<file path="src/rtl/alu8_cmd_port.sv">
// Valid/ready command front-end for the 8-bit ALU: registers the ALU inputs,
// captures the combinational result one cycle later and queues tagged responses.
module alu8_cmd_port #(
  parameter int FIFO_DEPTH = 4,
  parameter int TAG_W      = 4
) (
  input  logic                          clk,
  input  logic                          rst_n,
  input  logic                          req_valid,
  output logic                          req_ready,
  input  logic [2:0]                    req_opcode,
  input  logic [7:0]                    req_a,
  input  logic [7:0]                    req_b,
  input  logic [TAG_W-1:0]              req_tag,
  output logic [2:0]                    alu_opcode,
  output logic [7:0]                    alu_a,
  output logic [7:0]                    alu_b,
  input  logic [15:0]                   alu_result,
  input  logic                          alu_flag_c,
  input  logic                          alu_flag_z,
  output logic                          rsp_valid,
  input  logic                          rsp_ready,
  output logic [15:0]                   rsp_result,
  output logic                          rsp_flag_c,
  output logic                          rsp_flag_z,
  output logic                          rsp_err,
  output logic [TAG_W-1:0]              rsp_tag,
  output logic [$clog2(FIFO_DEPTH):0]   occupancy
);

  localparam int AW = $clog2(FIFO_DEPTH);
  localparam int EW = 16 + 3 + TAG_W;

  logic [2:0]       r_alu_opcode;
  logic [7:0]       r_alu_a;
  logic [7:0]       r_alu_b;
  logic [TAG_W-1:0] r_tag;
  logic             r_illegal;
  logic             r_inflight;

  logic [EW-1:0]    r_mem [FIFO_DEPTH];
  logic [AW:0]      r_wr_ptr;
  logic [AW:0]      r_rd_ptr;

  logic             w_accept;
  logic             w_push;
  logic             w_pop;
  logic             w_empty;
  logic             w_full;
  logic [AW:0]      w_occ;
  logic [AW+1:0]    w_level;
  logic [EW-1:0]    w_push_entry;
  logic [EW-1:0]    w_head;

  assign w_occ     = r_wr_ptr - r_rd_ptr;
  assign w_empty   = (r_wr_ptr == r_rd_ptr);
  assign w_full    = (r_wr_ptr[AW] != r_rd_ptr[AW]) &&
                     (r_wr_ptr[AW-1:0] == r_rd_ptr[AW-1:0]);
  // The in-flight capture is counted so a push always finds a free slot.
  assign w_level   = {1'b0, w_occ} + (AW+2)'(r_inflight);
  assign req_ready = rst_n && (w_level < (AW+2)'(FIFO_DEPTH));
  assign w_accept  = req_valid && req_ready;
  assign w_push    = r_inflight && !w_full;
  assign w_pop     = rsp_valid && rsp_ready;

  assign w_push_entry = r_illegal ? {16'h0000, 1'b0, 1'b0, 1'b1, r_tag}
                                  : {alu_result, alu_flag_c, alu_flag_z, 1'b0, r_tag};

  // Stage 0: issue to the ALU
  always_ff @(posedge clk or negedge rst_n) begin
    if (!rst_n) begin
      r_alu_opcode <= 3'b000;
      r_alu_a      <= 8'h00;
      r_alu_b      <= 8'h00;
      r_tag        <= '0;
      r_illegal    <= 1'b0;
      r_inflight   <= 1'b0;
    end else begin
      r_inflight <= w_accept;
      if (w_accept) begin
        r_alu_opcode <= req_opcode;
        r_alu_a      <= req_a;
        r_alu_b      <= req_b;
        r_tag        <= req_tag;
        r_illegal    <= (req_opcode > 3'b100);
      end
    end
  end

  // Stage 1: capture ALU output into the response FIFO
  always_ff @(posedge clk or negedge rst_n) begin
    if (!rst_n) begin
      r_wr_ptr <= '0;
      r_rd_ptr <= '0;
      for (int i = 0; i < FIFO_DEPTH; i++) r_mem[i] <= '0;
    end else begin
      if (w_push) begin
        r_mem[r_wr_ptr[AW-1:0]] <= w_push_entry;
        r_wr_ptr                <= r_wr_ptr + (AW+1)'(1);
      end
      if (w_pop) r_rd_ptr <= r_rd_ptr + (AW+1)'(1);
    end
  end

  assign w_head     = r_mem[r_rd_ptr[AW-1:0]];
  assign rsp_valid  = !w_empty;
  assign rsp_result = w_head[EW-1 -: 16];
  assign rsp_flag_c = w_head[TAG_W+2];
  assign rsp_flag_z = w_head[TAG_W+1];
  assign rsp_err    = w_head[TAG_W];
  assign rsp_tag    = w_head[TAG_W-1:0];
  assign occupancy  = w_occ;

  assign alu_opcode = r_alu_opcode;
  assign alu_a      = r_alu_a;
  assign alu_b      = r_alu_b;

endmodule

</file>
<file path="config.mk">
export PLATFORM = sky130hd
export DESIGN_NAME = alu8_cmd_port
export DESIGN_NICKNAME = d
export VERILOG_FILES = /design/src/rtl/alu8_cmd_port.sv
export SDC_FILE = /design/constraint.sdc
export NUM_CORES = 1
export LEC_CHECK = 0
export CORE_ASPECT_RATIO = 1.5
export CORE_MARGIN = 5
export CORE_UTILIZATION = 56
export DETAILED_ROUTE_END_ITERATION = 10
export GPL_TIMING_DRIVEN = 0
export PLACE_DENSITY = 0.81
export SYNTH_ARGS = -nofsm -noshare
export SYNTH_HDL_FRONTEND = slang
export SYNTH_SLANG_ARGS = --single-unit
</file>
<file path="constraint.sdc">
create_clock -name clk -period 6.5 [get_ports clk]
set_input_delay 1.3 -clock clk [delete_from_list [all_inputs] [get_ports clk]]
set_output_delay 1.3 -clock clk [all_outputs]
set_load 0.02 [all_outputs]
</file>
==> flow_summary.ini <==
[clocking]
ctsResizeCount = 0
clk_latency_ns = 0.40
cts.sinks = 123
path_clk_slew_ns = 0.05
h-tree-depth = 4
cts_tree = yes
cts_hold_buf = 0
cts-root-buf = clkbuf_16
cts_buffers = 17
cts_buffer_depth = 2
cts_setup_buffers = 0

[detailed_routing]
drc = 0
via_per_inst = 5.55
num_vias = 3183
post_drt_wl_per_cell_um = 19.6
drt_first_pass_iters = 4
postRouteAntennaNets = 0
drt_iter0_drc = 73
wirelength_um = 11200

[timing]
final_max_slew_viol_count = 0
setup_viol = 0
setup_ws_ns = 2.29
fmax_ghz = 0.237
skew_ns = 0.00665
hold_violations = 0
fin_tns_setup_ns = 0
worst_pin_slew_ns = 0.702
fin_crit_ns = 4.21
relSlewSlack = 0.532
timing.final.crit_share = 0.648
rsz0062_at_grt = false

[global_route]
track_usage = 0.204
overflow = 0
grt_pass1_wl_um = 18700
grt_pass1_vias = 3606
antenna_found_initial = 0
grt_max_degree = 94

[layout]
layout_common_cells = dfrtp_1 (123), mux2_2 (109), clkdlybuf4s50_1 (90), mux4_2 (23), nor2b_1 (18)
fillCellCount = 627
drive_above_1_share = 0.388
finalNetCount = 500
finalNonFillerCells = 574
syn2layout_area_growth_pct = 30.0
antenna_cells = 0
final_common_cell = dfrtp_1
design_area_mm2 = 0.00710

[logic_synthesis]
syn-cell-area_mm2 = 0.00547
syn_nets = 389
syn_avg_cell_area_um2 = 16.3
synth_seq_cells = 123
yosysSeqAreaShare = 0.563
synth.distinct_cells = 23
synth_cells = 336
ys_warn_count = 0

[worst_setup_path]
crit_type = reg -> out
crit_fanout = 10
required_ns = 5.20
cp-end-kind = output pin
cp.arrival_ns = 2.91
startpoint_type = flip-flop

[die]
initial_core_util = 0.567
rows = 44
io-pin-count = 92
die_area_mm2 = 0.0119
core-area_mm2 = 0.00963
fp.dieW_um = 90.7
die_h_um = 131

[power_and_ir_drop]
powerDensity_mw_per_mm2 = 593
ir_drop_mv = 0.430
leakage_uw = 0.00307

[place]
post-place-ws_ns = 2.70
portBuffers = 91
globalplace.congestion = 0.772
dpl.cell_count = 543
dp_hpwl_um = 7740
place_area_mm2 = 0.00655

[min_path]
hold_class = reg -> reg

[run_status]
run_status = completed

[job]
cap_violations = 0
per-stage QoR:
stage / utilization / power (µW) / hold slack (ns)
3_5_place_dp: 0.680 / 3370 / 0.478
2_1_floorplan: - / 2590 / 0.474
5_1_grt: 0.737 / 4440 / 0.501
3_3_place_gp: 0.677 / 3300 / 0.471
6_report: 0.737 / 4210 / 0.487
4_1_cts: 0.737 / 4260 / 0.491
cells by family after synthesis:
kind of cell	count (synthesis)	share of synthesized area
multiplexers	141	0.338
flip-flops	123	0.563
buffers and inverters	25	0.0263
AND/OR/NAND/NOR	24	0.0286
AO/OA/AOI/OAI	8	0.0105
adder cells (fa/ha/maj)	8	0.0197
XOR/XNOR	7	0.0140
final cells by class:
type | count | area [µm²] | share of cell area
flip-flops and latches | 123 | 3080 | 0.433
well taps | 115 | 144 | 0.0203
plain buffers | 19 | 121 | 0.0171
inverters | 6 | 22.5 | 0.00317
repair buffers | 92 | 940 | 0.132
multi-input cells | 188 | 2240 | 0.316
clock inverters | 8 | 67.6 | 0.00951
clock buffers | 23 | 488 | 0.0687
cells in the mapped netlist:
cell	n	area, µm²
buf_2	4	20.0
mux2i_1	1	10.0
buf_4	6	45.0
fa_1	1	20.0
mux2_1	8	90.1
nand3_1	1	5.00
o21ai_0	3	15.0
nand2_1	2	7.51
o211ai_2	1	12.5
mux2_2	109	1230
mux4_2	23	518
xor3_1	1	23.8
nor3_4	1	16.3
o211ai_1	4	30.0
nor2b_1	18	113
clkbuf_1	6	22.5
nor3b_1	2	15.0
xnor2_1	5	43.8
dfrtp_1	123	3080
xor2_1	1	8.76
ha_1	7	87.6
buf_6	3	33.8
inv_1	6	22.5
state kept, by name (all words and copies together) (netlist names):
signal	count
alu_b	8
alu_a	8
r_inflight	1
r_rd_ptr	3
alu_opcode	3
r_mem	92
r_tag	4
r_illegal	1
r_wr_ptr	3
report_power, final:
part	internal (µW)	total, µW	switching (µW)
Combinational	1090	1990	902
Sequential	1150	1360	211
Clock	559	864	305
Total	2790	4210	1420
critical path, stage by stage, from the launching register on:
cell	delay, ns
dfrtp_1	0.42
clkbuf_1	0.39
clkbuf_1	0.57
inv_1	0.11
ha_1	0.32
nand3_1	0.09
clkdlybuf4s50_1	0.61
final timing paths:
kind                                    startpoint                 endpoint  slack [ns]  cells past startpoint
max                        r_rd_ptr[1]$_DFFE_PN0P_                rsp_valid        2.29                      6
min                           alu_a[3]$_DFFE_PN0P_     alu_a[3]$_DFFE_PN0P_        0.49                      1
max reg2reg                r_rd_ptr[1]$_DFFE_PN0P_    r_mem[36]$_DFFE_PN0P_        3.18                      8
min reg2reg                   alu_a[3]$_DFFE_PN0P_     alu_a[3]$_DFFE_PN0P_        0.49                      1
max in group asynchronous                    rst_n    r_mem[51]$_DFFE_PN0P_        4.98                      2
min in group asynchronous                    rst_n  r_rd_ptr[2]$_DFFE_PN0P_        0.78                      1
layer usage:
layer	routed length, µm	global-route usage	vias to the layer above
met5	0	0	-
met4	147	0.0622	0
met3	451	0.0510	13
met2	6180	0.370	69
met1	4460	0.239	1655
li1	-	-	1446
No activity file was read; power rests on OpenSTA's default activity.
